File: config.mk
export PLATFORM = sky130hd
export DESIGN_NAME = pc_unit
export DESIGN_NICKNAME = d
export VERILOG_FILES = /design/src/rtl/pc_unit.sv
export SDC_FILE = /design/constraint.sdc
export NUM_CORES = 1
export LEC_CHECK = 0
export BUFFER_PORTS_ARGS = -buffer_cell sky130_fd_sc_hd__buf_4
export CORE_ASPECT_RATIO = 1.75
export CORE_UTILIZATION = 40
export DETAILED_ROUTE_END_ITERATION = 7
export GPL_TIMING_DRIVEN = 0
export PLACE_DENSITY = 0.7
export SKIP_CTS_REPAIR_TIMING = 1
export SLEW_MARGIN = 20
export SYNTH_ARGS = -nofsm -noshare
export SYNTH_HDL_FRONTEND = slang
export SYNTH_SLANG_ARGS = --single-unit
File: constraint.sdc
create_clock -name Clock -period 8.62 [get_ports Clock]
set_clock_uncertainty 0.15 [all_clocks]
set_input_delay 1.293 -clock Clock [delete_from_list [all_inputs] [get_ports Clock]]
set_output_delay 1.293 -clock Clock [all_outputs]
set_load 0.02 [all_outputs]
File: src/rtl/pc_unit.sv
// pc_unit: MIPS fetch-stage program counter with start-up stall, buffered redirects and a halt/wrap address limit.
// Optional redirect alignment check is compiled in when PC_ALIGN_CHECK_EN is defined.
module pc_unit #(
  parameter int unsigned          ADDR_W      = 32,
  parameter logic [ADDR_W-1:0]    RESET_ADDR  = '0,
  parameter int unsigned          STEP        = 4,
  parameter int unsigned          START_STALL = 2,
  parameter logic [ADDR_W-1:0]    LIMIT       = ADDR_W'(32'h0000_07FF),
  parameter bit                   WRAP        = 1'b0
) (
  input  logic              Clock,
  input  logic              Reset,
  input  logic              Enable,
  input  logic              Hold,
  input  logic              Redirect,
  input  logic [ADDR_W-1:0] Redirect_Addr,
  output logic [ADDR_W-1:0] PCResult,
  output logic [ADDR_W-1:0] PCPlus,
  output logic              stall,
  output logic              Halted,
  output logic              Redirect_Pending,
  output logic              Misaligned
);

  localparam int unsigned       CNT_W    = (START_STALL > 1) ? $clog2(START_STALL) : 1;
  localparam logic [CNT_W-1:0]  LAST_CNT = CNT_W'((START_STALL == 0) ? 0 : START_STALL - 1);
  localparam logic [ADDR_W:0]   LIM_EXT  = {1'b0, LIMIT};
  localparam logic [ADDR_W:0]   STEP_EXT = (ADDR_W+1)'(STEP);

  typedef enum logic [1:0] {
    ST_STARTUP = 2'd0,
    ST_RUN     = 2'd1,
    ST_HALT    = 2'd2
  } state_t;

  state_t              state_q;
  logic [ADDR_W-1:0]   pc_q;
  logic [ADDR_W-1:0]   pend_addr_q;
  logic                pend_q;
  logic                stall_q;
  logic                halted_q;
  logic                mis_q;
  logic [CNT_W-1:0]    cnt_q;

  logic                bad_redirect;
  logic                live_redirect;
  logic [ADDR_W:0]     seq_sum;
  logic [ADDR_W:0]     pc_cand_d;
  logic                cand_oor;

`ifdef PC_ALIGN_CHECK_EN
  localparam logic [ADDR_W-1:0] STEP_MASK = ADDR_W'(STEP - 1);
  assign bad_redirect = Redirect && ((Redirect_Addr & STEP_MASK) != '0);
`else
  assign bad_redirect = 1'b0;
`endif

  assign live_redirect = Redirect & ~bad_redirect;

  // One extra bit so an increment past 2^ADDR_W lands above LIMIT and counts as out of range.
  assign seq_sum = {1'b0, pc_q} + STEP_EXT;

  always_comb begin
    pc_cand_d = seq_sum;
    if (live_redirect) begin
      pc_cand_d = {1'b0, Redirect_Addr};
    end else if (pend_q) begin
      pc_cand_d = {1'b0, pend_addr_q};
    end
  end

  assign cand_oor = (pc_cand_d >= LIM_EXT);

  always_ff @(posedge Clock) begin
    if (Reset) begin
      state_q     <= (START_STALL == 0) ? ST_RUN : ST_STARTUP;
      stall_q     <= (START_STALL != 0);
      pc_q        <= RESET_ADDR;
      pend_q      <= 1'b0;
      pend_addr_q <= RESET_ADDR;
      halted_q    <= 1'b0;
      mis_q       <= 1'b0;
      cnt_q       <= '0;
    end else begin
      mis_q <= 1'b0;
      if (Enable) begin
        case (state_q)
          ST_STARTUP: begin
            mis_q <= bad_redirect;
            if (live_redirect) begin
              pend_q      <= 1'b1;
              pend_addr_q <= Redirect_Addr;
            end
            // The PC stays put on the exit cycle; sequential fetch starts on the next one.
            if (cnt_q == LAST_CNT) begin
              state_q <= ST_RUN;
              stall_q <= 1'b0;
            end else begin
              cnt_q <= cnt_q + CNT_W'(1);
            end
          end
          ST_RUN: begin
            mis_q <= bad_redirect;
            if (Hold) begin
              if (live_redirect) begin
                pend_q      <= 1'b1;
                pend_addr_q <= Redirect_Addr;
              end
            end else begin
              pend_q <= 1'b0;
              if (!cand_oor) begin
                pc_q <= pc_cand_d[ADDR_W-1:0];
              end else if (WRAP) begin
                pc_q <= RESET_ADDR;
              end else begin
                state_q  <= ST_HALT;
                halted_q <= 1'b1;
              end
            end
          end
          ST_HALT: begin
          end
          default: begin
            state_q  <= ST_HALT;
            halted_q <= 1'b1;
          end
        endcase
      end
    end
  end

  assign PCResult         = pc_q;
  assign PCPlus           = pc_q + ADDR_W'(STEP);
  assign stall            = stall_q;
  assign Halted           = halted_q;
  assign Redirect_Pending = pend_q;
  assign Misaligned       = mis_q;

endmodule

* Yosys cells after proc, flatten, opt, wreduce, memory -nomap -nowiden
Index checks and enable logic that the tools add are counted.
** Word-level totals
- Word-level logic and storage cells :: 47
- Bits of input ports :: 37
- Flip-flop bits (word level) :: 70
- Output and inout port bits :: 68
** Cells by class
- Reductions and logical operators :: 10
- Muxes and demuxes :: 16
- Eq/ne operators :: 6
- Bitwise gates (word level) :: 4
- $lt $le $gt $ge :: 1
- $add $sub $neg :: 3
** Operator list (count)
- $mux 33 :: 2
- $mux 32 :: 2
- $pmux 32 s2 :: 1
- $add 32x3->33 const B :: 1
- $ge 33x11->1 const B :: 1
- $add 32x3->32 const B :: 1
- $ne 2x2->1 const B :: 4
- $reduce_and 4->1 :: 2
- $mux 2 :: 3
- $pmux 2 s3 :: 1
- $reduce_and 3->1 :: 2
- $mux 1 :: 5
- $reduce_and 5->1 :: 1
- $not 1->1 :: 4
- $pmux 1 s2 :: 2
- $reduce_and 2->1 :: 2
- $eq 2x1->1 const B :: 1
- $eq 2x2->1 const B :: 1
- $logic_not 2->1 :: 1
- $reduce_bool 2->1 :: 1
- $reduce_or 2->1 :: 1
- $add 1x1->1 const B :: 1

* Logic depth before layout (Yosys ltp)
Gate-level depths: netlist (run 1).
- Depth after elaboration :: 7
- Depth in mapped cells :: 11
- Depth with buffers taken out :: 9

* Worst setup path after synthesis (run 1)
Ideal clock, no wire load.
- Path kind :: input to register
- Start point :: input port Redirect
- End point :: register pc_q[9] (netlist: PCResult[9])
- Library setup time :: 0.121 ns
- Path slack :: 5.001 ns
- Arrival time :: 3.348 ns
- Path buffers :: 2
- Stages on the path :: 9
- Data required time :: 8.349 ns
- Cell sequence :: clkbuf_1 nor4b_1 nand4_1 a221oi_1 and4_1 nand4_1 nor4_4 buf_6 mux2_4
** Between the ends
- Word-level cells in the longest chain between the ends :: 4
** Ends and longest elaborated chain
- from (decl) :: line 15 : input logic Redirect,
- $mux 33 (*) :: line 65 : if (live_redirect) begin
- $ge 33x11->1 :: line 72 : assign cand_oor = (pc_cand_d >= LIM_EXT);
- $not 1->1 (no line)
- $reduce_and 4->1 (no line)
- to (signal assigned) :: line 112 : pc_q <= pc_cand_d[ADDR_W-1:0];
- to (decl) :: line 37 : logic [ADDR_W-1:0] pc_q;
Mark *: on every way between the ends. The rest lies on a longest branch, timed or not.
A chain may end at the register's enable or synchronous reset.

* Worst setup path in the final report (run 1)
Same ends and word-level chain as after synthesis.

==> impl_metrics.csv, run 1 <==
group,metric,value,unit
timing,setup_ws,4.39,ns
floorplanning,row_count,46,
logic_synthesis,synth_fp_nets,512,
logic_synthesis,yosysSeqAreaShare,0.372,
clock_network,numClockSinks,70,
placed_design,place_hpwl,8.95,mm
critical_path,cp-end-kind,"flip-flop",
critical_path,crit_path_start,"Redirect",
logic_synthesis,yosysTopAreaCellShare,0.372,
timing,tightest_slew,0.685,ns
cells_and_area,multi_input_area,2180,µm²
logic_synthesis,async_flop_share,0,
critical_path,slowest_delay,0.46,ns
cells_and_area,fin_cells,713,
critical_path,critical_path_class,"input port to flip-flop",
detailed_routing,first_pass_iters,4,
logic_synthesis,synth.distinct_cells,59,
logic_synthesis,synthTopCellsByArea,"dfxtp_1 (37%), nand2_1 (9.7%), a21oi_1 (5.0%)",
pwr,p_leak,2.12,nW
global_routing,antenna_found_initial,0,
cells_and_area,diodes,0,
timing,slew_viol_final,0,
logic_synthesis,synth_area,3770,µm²
floorplanning,die_area,9830,µm²
floorplanning,num_io_pins,105,
logic_synthesis,synth_ff_type,"dfxtp_1",
clock_network,cts_tree,"yes",
cells_and_area,fin_nets,626,
detailed_routing,ant_nets,0,
hold_path,hold_class,"flip-flop to flip-flop",
global_routing,grt_first_pass_wirelength,18.4,mm
critical_path,reg2reg_depth,10,
placed_design,gp_congestion,0.942,
timing,fmax,0.236,GHz
logic_synthesis,synth_top_area_cell,"dfxtp_1",
critical_path,critPathRequiredTime,8.70,ns
timing,period_minus_slack,4.23,ns
global_routing,grt-ovfl-total,0,
logic_synthesis,synth_edf_count,0,
floorplanning,start_util,0.415,
cells_and_area,layout-drive-gt1-share,0.241,
logic_synthesis,avgSynthCellArea,7.95,µm²
pwr,irDropWorstVdd,158,µV
global_routing,grt.total_usage,0.252,
detailed_routing,vias,3906,
job,max-cap-violations,0,
placed_design,dpl_worst_slack,4.07,ns
hold_path,whs_endpoint,"pend_addr_q[9]",
critical_path,worstPathMaxFanout,10,
timing,hold_viol_final,0,
clock_network,ctsRootBufferMaster,"clkbuf_16",
logic_synthesis,synth_top_cells_by_count,"nand2_1 (97), dfxtp_1 (70), a21oi_1 (38)",
pwr,finalPower,0.861,mW
timing,fin_crit_sh,0.491,
floorplanning,core-area,9090,µm²
clock_network,cts_made_buffers,9,
global_routing,grt_max_degree,13,
placed_design,io_buffer_count,103,
cells_and_area,area.sequential,1400,µm²
outcome,status,"complete, no violations",
critical_path,reg2reg_slack,4.87,ns
detailed_routing,dr.first_iter.drc_count,264,
pwr,p_per_area,171,nW/µm²
critical_path,r2r_end,"PCResult[9]",
logic_synthesis,ys_warn_count,0,
detailed_routing,routed_wl,11.6,mm
clock_network,htreeDepth,3,
critical_path,r2r_start,"PCResult[8]",
hold_path,worstHoldStart,"pend_addr_q[9]",
timing,rsz0062_at_grt,"no",
clock_network,clk_pin_slew_worst_paths,0.05,ns
clock_network,clock_latency,0.34,ns
critical_path,cp_slowest_cell,"a221oi_1",
logic_synthesis,synth_cells,474,
clock_network,cts_buffer_depth,2,
critical_path,cp-start-kind,"input port",
timing,final.setup.tns,0,ns
critical_path,path_cells,"buf_4 > clkbuf_1 > nor2b_1 > nand3_1 > a221oi_1 > and4_1 > nand4_1 > nor4_4 > buf_6 > mux2_4",
floorplanning,die_h,130,µm
global_routing,grt_pass1_vias,3822,
cells_and_area,fin_util,0.554,
timing,finalSetupViolations,0,
placed_design,place_inst,697,
logic_synthesis,ys_ff_latch,70,
critical_path,critPathArrivalTime,4.30,ns
floorplanning,fp.dieW,75.4,µm
detailed_routing,drc,0,
detailed_routing,via_per_inst,5.48,
timing,slew_headroom,0.539,
cells_and_area,n_fill_cell,894,
detailed_routing,wl_per_cell,16.3,µm
cells_and_area,area_growth_syn_to_layout,33.8,%
hold_path,worstHoldPathCells,2,
logic_synthesis,synth_most_common_cell,"nand2_1",
## routing by layer
metal,part of all wire,global-route usage
met5,0,0
met4,0.040,0.145
met2,0.53,0.451
met3,0.047,0.0445
met1,0.38,0.269
## metrics by stage
step	instance area [µm²]	hold slack, ns
2_1_floorplan	3770	0.281
3_3_place_gp	4690	0.288
3_5_place_dp	4690	0.295
4_1_cts	5040	0.303
5_1_grt	5040	0.325
6_report	5040	0.303
## cell families after synthesis
family	Yosys count	share of synthesized area
compound gates	79	0.136
xor+xnor	27	0.0627
fa+ha+maj	1	0.00332
buf+inv	43	0.0488
flops	70	0.372
mux	20	0.0564
other cells	1	0.000995
simple gates	233	0.320
## worst max-delay path: cells and delay by family
family / cells / cell delay, ns
buffers and inverters: 3 / 0.78
and+or+nand+nor: 5 / 1.44
AOI/OAI and AO/OA: 1 / 0.46
muxes: 1 / 0.31
## area by class of cell
| cell class | count | share of cell area |
|---|---|---|
| Clock buffer | 11 | 0.0481 |
| Inverter | 11 | 0.00819 |
| Buffer | 32 | 0.0283 |
| Multi-Input combinational cell | 361 | 0.433 |
| Tap cell | 120 | 0.0298 |
| Sequential cell | 70 | 0.278 |
| Clock inverter | 5 | 0.0211 |
| Timing Repair Buffer | 103 | 0.153 |
## state kept, by name, summed over array words and instances (netlist names)
| signal | flops |
|---|---|
| Halted | 1 |
| PCResult | 32 |
| Redirect_Pending | 1 |
| cnt_q | 1 |
| pend_addr_q | 32 |
| stall | 1 |
| state_q | 2 |
## cell usage in the layout, fill, tap and decap left out, types with 10 or more instances in the layout
cell,n
buf_4,106
nand2_1,97
dfxtp_1,70
a21oi_1,38
clkbuf_1,26
and2_1,26
nor2_1,21
nand4_1,18
xnor2_1,16
mux2i_1,13
xor2_1,11
nand3_1,10
inv_1,10
o21ai_0,10
## how the worst max path moves through the flow
stage                   to  slack (ns)  cells past startpoint
2_1_floorplan  PCResult[9]        5.00                      9
3_3_place_gp   PCResult[9]        4.11                     10
3_5_place_dp   PCResult[9]        4.07                     10
4_1_cts        PCResult[9]        4.40                     10
5_1_grt         PCPlus[29]        4.24                      7
6_report       PCResult[9]        4.39                     10
## power by group
| group | switching (mW) | internal, mW | total (mW) |
|---|---|---|---|
| logic | 0.0528 | 0.0355 | 0.0883 |
| registers | 0.00640 | 0.334 | 0.340 |
| clock network | 0.141 | 0.291 | 0.432 |
| total | 0.201 | 0.660 | 0.861 |
(Power assumes the default switching activity.)
==> inputs of run 2 (changes only) <==
--- a/config.mk
+++ b/config.mk
@@ -10,7 +10,7 @@
 export CORE_UTILIZATION = 40
 export DETAILED_ROUTE_END_ITERATION = 7
 export GPL_TIMING_DRIVEN = 0
-export PLACE_DENSITY = 0.7
+export PLACE_DENSITY = 0.72
 export SKIP_CTS_REPAIR_TIMING = 1
 export SLEW_MARGIN = 20
 export SYNTH_ARGS = -nofsm -noshare
==> constraint.sdc (replaced) <==
create_clock -name Clock -period 3.8 [get_ports Clock]
set_clock_uncertainty 0.15 [all_clocks]
set_input_delay 0.57 -clock Clock [delete_from_list [all_inputs] [get_ports Clock]]
set_output_delay 0.57 -clock Clock [all_outputs]
set_load 0.02 [all_outputs]
==> run 2 against run 1 <==
Combinational power increased by 130%. Largest power group unchanged. Non-clock buffer count up 3. Worst setup slack got worse by 4.2 ns. Largest cell class unchanged. Critical path type is now flip-flop to flip-flop. Total power rose by 140%. Highest routed layer unchanged.
==> impl_metrics.csv, run 2 (synthesis gave the netlist of run 1 again) <==
group,metric,value,unit
timing,fmax,0.280,GHz
critical_path,critPathArrivalTime,3.65,ns
timing,slew_headroom,0.576,
global_routing,grt_use_met2,0.442,
global_routing,top_usage_layer,"met2",
placed_design,placed_cell_area,4690,µm²
clock_network,clk_pin_slew_worst_paths,0.06,ns
global_routing,grt_first_pass_wirelength,18.2,mm
pwr,p_leak,2.17,nW
floorplanning,start_util,0.415,
detailed_routing,vias,3946,
timing,final.setup.tns,0,ns
clock_network,htreeDepth,3,
placed_design,dpl_worst_slack,0.0148,ns
critical_path,critPathRequiredTime,3.87,ns
floorplanning,die_area,9830,µm²
timing,fin_crit_sh,0.941,
global_routing,grt_pass1_vias,3795,
hold_path,hold_class,"flip-flop to flip-flop",
pwr,combPwrFrac,0.097,
cells_and_area,fin_cells,716,
cells_and_area,fin_nets,629,
pwr,netSwitchingPower,0.444,mW
clock_network,cts_tree,"yes",
clock_network,numClockSinks,70,
outcome,status,"complete, no violations",
pwr,power_frac_seq,0.376,
global_routing,antenna_found_initial,0,
clock_network,clock_latency,0.33,ns
detailed_routing,dr.first_iter.drc_count,195,
floorplanning,row_count,46,
placed_design,place_hpwl,9.09,mm
timing,setup_ws,0.224,ns
detailed_routing,ant_nets,0,
cells_and_area,layout_commonest_cell,"buf_4",
global_routing,grt-ovfl-total,0,
critical_path,cp-start-kind,"flip-flop",
detailed_routing,routed_wl,11.7,mm
global_routing,grt.total_usage,0.249,
floorplanning,die_h,130,µm
job,max-cap-violations,0,
detailed_routing,drc,0,
critical_path,cp-end-kind,"flip-flop",
floorplanning,core-area,9090,µm²
cells_and_area,diodes,0,
cells_and_area,final_cell_mix,"buf_4 (109), nand2_1 (97), dfxtp_1 (70), a21oi_1 (38), and2_1 (26)",
detailed_routing,wl_per_cell,16.3,µm
floorplanning,fp.dieW,75.4,µm
placed_design,gp_congestion,0.927,
clock_network,cts_buffer_depth,2,
pwr,swShare,0.216,
detailed_routing,first_pass_iters,5,
timing,hold_viol_final,0,
timing,period_minus_slack,3.58,ns
pwr,irDropWorstVdd,235,µV
timing,finalSetupViolations,0,
critical_path,worstPathMaxFanout,10,
timing,tightest_slew,0.636,ns
clock_network,ctsRootBufferMaster,"clkbuf_16",
global_routing,use_met1,0.262,
global_routing,grt_max_degree,13,
placed_design,io_buffer_count,103,
critical_path,critical_path_class,"flip-flop to flip-flop",
pwr,clockPowerShare,0.527,
floorplanning,num_io_pins,105,
cells_and_area,finalInstanceArea,5110,µm²
timing,rsz0062_at_grt,"no",
detailed_routing,via_per_inst,5.51,
cells_and_area,layout-drive-gt1-share,0.255,
timing,slew_viol_final,0,
cells_and_area,area_growth_syn_to_layout,35.6,%
global_routing,grt_util_met3,0.0445,
pwr,p_per_area,402,nW/µm²
clock_network,cts_made_buffers,9,
pwr,p_int,1.61,mW
placed_design,place_inst,697,
==> run 2: metrics by stage <==
step                hold WS (ns)  power, mW  utilization
CTS                        0.303       2.06        0.558
floorplan                  0.281      0.902            -
detailed placement         0.295      0.984        0.516
global route               0.323       2.12        0.562
global placement           0.288      0.979        0.516
finish                     0.303       2.05        0.562
==> run 2: critical path, cell delays in order, from the launching register on <==
cell	delay, ns
dfxtp_1	0.47
ha_1	0.24
nand3_1	0.18
clkbuf_1	0.26
nor4_1	0.38
xor2_1	0.19
o31ai_1	0.45
o211ai_2	0.18
nor4_4	0.41
buf_6	0.23
mux2_4	0.31
==> run 2: final cells by class <==
cell class	count	area, µm²
Fill cell	906	3980
Multi-Input combinational cell	361	2190
Sequential cell	70	1400
Timing Repair Buffer	106	796
Clock buffer	9	225
Clock inverter	7	160
Tap cell	120	150
Buffer	32	146
Inverter	11	41.3
==> run 2: routing by layer <==
layer	vias to the layer above	share of wire	wire length, µm
met2	154	0.53	6200
met3	42	0.046	539
met4	0	0.048	565
met1	1857	0.38	4400
li1	1893	-	-
met5	-	0	0
==> run 2: path summary, 6_finish.rpt <==
kind                                     start              to  slack (ns)  cells past startpoint
worst max-delay path               PCResult[2]     PCResult[9]        0.22                     10
worst min-delay path            pend_addr_q[4]  pend_addr_q[4]        0.30                      2
worst max register to register     PCResult[2]     PCResult[9]        0.22                     10
worst min register to register  pend_addr_q[4]  pend_addr_q[4]        0.30                      2
==> run 2: power groups by stage <==
stage / Combinational [mW] / Clock (mW) / Sequential [mW]
final: 0.200 / 1.08 / 0.772
after global routing: 0.219 / 1.13 / 0.774
after CTS: 0.198 / 1.09 / 0.771
after detailed placement: 0.198 / 0 / 0.787
after global placement: 0.193 / 0 / 0.786
after floorplan: 0.115 / 0 / 0.786
==> inputs of run 3 (changes only) <==
--- a/config.mk
+++ b/config.mk
@@ -5,12 +5,13 @@
 export SDC_FILE = /design/constraint.sdc
 export NUM_CORES = 1
 export LEC_CHECK = 0
+export ABC_AREA = 1
 export BUFFER_PORTS_ARGS = -buffer_cell sky130_fd_sc_hd__buf_4
 export CORE_ASPECT_RATIO = 1.75
 export CORE_UTILIZATION = 40
 export DETAILED_ROUTE_END_ITERATION = 7
 export GPL_TIMING_DRIVEN = 0
-export PLACE_DENSITY = 0.72
+export PLACE_DENSITY = 0.61
 export SKIP_CTS_REPAIR_TIMING = 1
 export SLEW_MARGIN = 20
 export SYNTH_ARGS = -nofsm -noshare
==> run 3 against run 2 <==
Via count increased by 38%. Cell count up 46%. Fmax is 11% higher. Worst hold slack lost 0.025 ns. Global-route usage rose by 5.6 points. Combinational power up 41%. Total power shrank 3.4%. Worst setup slack better by 0.37 ns. Synthesized cell count is 67% higher. Critical path depth grew 6. Non-clock buffer count shrank 4. Die area rose by 22%. Largest cell class unchanged.
==> impl_metrics.csv, run 3 <==
group,metric,value,unit
clock_network,ctsRootBufferMaster,"clkbuf_16",
logic_synthesis,yosysTopAreaCellShare,0.305,
clock_network,numClockSinks,70,
critical_path,cp-start-kind,"flip-flop",
cells_and_area,finalInstanceArea,5840,µm²
hold_path,hold_class,"input port to flip-flop",
pwr,finalPower,1.98,mW
detailed_routing,vias,5448,
cells_and_area,fin_nets,944,
placed_design,place_hpwl,14.3,mm
cells_and_area,final_cell_mix,"nand2_1 (231), nor2_1 (144), buf_4 (105), inv_1 (86), dfxtp_1 (70)",
critical_path,r2r_start,"PCResult[3]",
critical_path,critPathArrivalTime,3.29,ns
timing,final.setup.tns,0,ns
job,max-cap-violations,0,
global_routing,grt.total_usage,0.304,
detailed_routing,via_per_inst,5.23,
placed_design,io_buffer_count,102,
clock_network,cts_tree,"yes",
detailed_routing,dr.first_iter.drc_count,320,
timing,finalSetupViolations,0,
global_routing,grt-ovfl-total,0,
logic_synthesis,synth_cells,793,
detailed_routing,wl_per_cell,17.4,µm
timing,rsz0062_at_grt,"no",
clock_network,clk_pin_slew_worst_paths,0.06,ns
pwr,p_per_area,340,nW/µm²
outcome,status,"complete, no violations",
critical_path,cp-endpoint,"PCResult[30]",
detailed_routing,routed_wl,18.1,mm
global_routing,grt_first_pass_wirelength,27.3,mm
logic_synthesis,avgSynthCellArea,5.80,µm²
logic_synthesis,ys_warn_count,0,
timing,fin_crit_sh,0.844,
clock_network,clock_latency,0.34,ns
clock_network,cts_buffer_depth,2,
critical_path,reg2reg_depth,16,
timing,hold_viol_final,0,
global_routing,grt_pass1_vias,5025,
logic_synthesis,synth_top_area_cell,"dfxtp_1",
global_routing,antenna_found_initial,0,
timing,period_minus_slack,3.21,ns
logic_synthesis,synth_fp_nets,831,
critical_path,cp-end-kind,"flip-flop",
timing,tightest_slew,0.822,ns
critical_path,r2r_end,"PCResult[30]",
logic_synthesis,synth_ff_type,"dfxtp_1",
floorplanning,num_io_pins,105,
critical_path,critPathRequiredTime,3.89,ns
critical_path,critical_path_class,"flip-flop to flip-flop",
cells_and_area,layout_commonest_cell,"nand2_1",
logic_synthesis,synth_most_common_cell,"nand2_1",
logic_synthesis,synth_top_cells_by_count,"nand2_1 (231), nor2_1 (144), inv_1 (86)",
timing,slew_headroom,0.450,
critical_path,worstPathMaxFanout,10,
floorplanning,die_h,144,µm
logic_synthesis,synthTopCellsByArea,"dfxtp_1 (30%), nand2_1 (19%), nor2_1 (12%)",
logic_synthesis,ys_ff_latch,70,
detailed_routing,drc,0,
detailed_routing,first_pass_iters,5,
timing,fmax,0.312,GHz
floorplanning,die_area,12000,µm²
logic_synthesis,yosysSeqAreaShare,0.305,
cells_and_area,diodes,0,
floorplanning,row_count,51,
clock_network,cts_made_buffers,9,
critical_path,reg2reg_slack,0.59,ns
timing,slew_viol_final,0,
pwr,p_leak,3.02,nW
logic_synthesis,async_flop_share,0,
critical_path,crit_path_start,"PCResult[3]",
detailed_routing,ant_nets,0,
pwr,irDropWorstVdd,242,µV
cells_and_area,fin_util,0.523,
placed_design,placed_cell_area,5530,µm²
logic_synthesis,synth_edf_count,0,
floorplanning,fp.dieW,83.1,µm
clock_network,htreeDepth,3,
floorplanning,core-area,11200,µm²
logic_synthesis,synth.distinct_cells,34,
global_routing,grt_max_degree,13,
placed_design,gp_congestion,0.955,
floorplanning,start_util,0.412,
cells_and_area,area_growth_syn_to_layout,27.0,%
cells_and_area,layout-drive-gt1-share,0.190,
logic_synthesis,synth_area,4600,µm²
## run 3: cell types whose count changed after synthesis, moves of 9 or more
cell / before / now
nand2_1: 97 / 231
nor2_1: 21 / 144
inv_1: 10 / 86
nand3_1: 10 / 68
o21ai_0: 10 / 35
and2_1: 26 / 5
xnor2_1: 16 / 0
inv_2: 0 / 15
mux2i_1: 13 / 0
clkbuf_1: 25 / 13
nand3_2: 0 / 12
xor2_1: 11 / 2
## run 3: power breakdown
part           switching [mW]  leakage, nW  internal, mW
Clock                   0.351        0.155         0.571
Sequential             0.0143        0.571         0.765
Combinational           0.188         2.29        0.0941
## run 3: critical path: stages (launching register included)
cell,delay [ns]
dfxtp_1,0.43
ha_1,0.35
nand3_2,0.24
nor2_4,0.26
nand4_1,0.11
nand2_1,0.11
nand3_1,0.24
nand2_1,0.13
nand2_1,0.09
nor2_1,0.16
nand3_1,0.11
nor2_2,0.14
nand4_2,0.12
buf_6,0.19
buf_6,0.16
nand3_2,0.06
inv_2,0.04
## run 3: final cells by class
class                      count  area, µm²
clock inverter                 6       87.6
tap                          132        165
buffer                        32        158
inverter                     103        387
multi-input combinational    588       2660
fill                        1228       5320
clock buffer                   9        225
timing repair buffer         102        766
sequential                    70       1400
## run 3: cells by family (layout without fill, tap and decap cells)
kind of cell | count (synthesis) | count (layout) | share of synthesized area
other | 1 | 1 | 0.000815
adders and majority gates | 1 | 1 | 0.00272
AOI/OAI and AO/OA | 89 | 89 | 0.102
buffers and inverters | 135 | 252 | 0.118
DFF | 70 | 70 | 0.305
xor gates and xnor gates | 2 | 2 | 0.00381
and+or+nand+nor | 495 | 495 | 0.468
## run 3: worst min path at each step
stage | endpoint | startpoint | slack, ns | cells past startpoint
6_report | cnt_q | Reset | 0.28 | 2
3_5_place_dp | pend_addr_q[2] | pend_addr_q[2] | 0.29 | 2
2_1_floorplan | pend_addr_q[0] | pend_addr_q[0] | 0.28 | 2
5_1_grt | cnt_q | Reset | 0.28 | 2
3_3_place_gp | pend_addr_q[2] | pend_addr_q[2] | 0.29 | 2
4_1_cts | cnt_q | Reset | 0.27 | 2
## run 3: layer usage
layer  up-vias  track usage  share of wire
met5         -            0              0
met4         0        0.156          0.043
met3        43       0.0574          0.061
met2       200        0.571           0.52
met1      2491        0.321           0.38
li1       2714            -              -
## run 3: through the flow
stage	instances	hold slack [ns]	worst slack [ns]
2_1_floorplan	793	0.279	1.20
3_3_place_gp	1027	0.292	0.352
3_5_place_dp	1027	0.294	0.386
4_1_cts	1042	0.270	0.585
5_1_grt	1042	0.276	0.361
6_report	1042	0.277	0.592
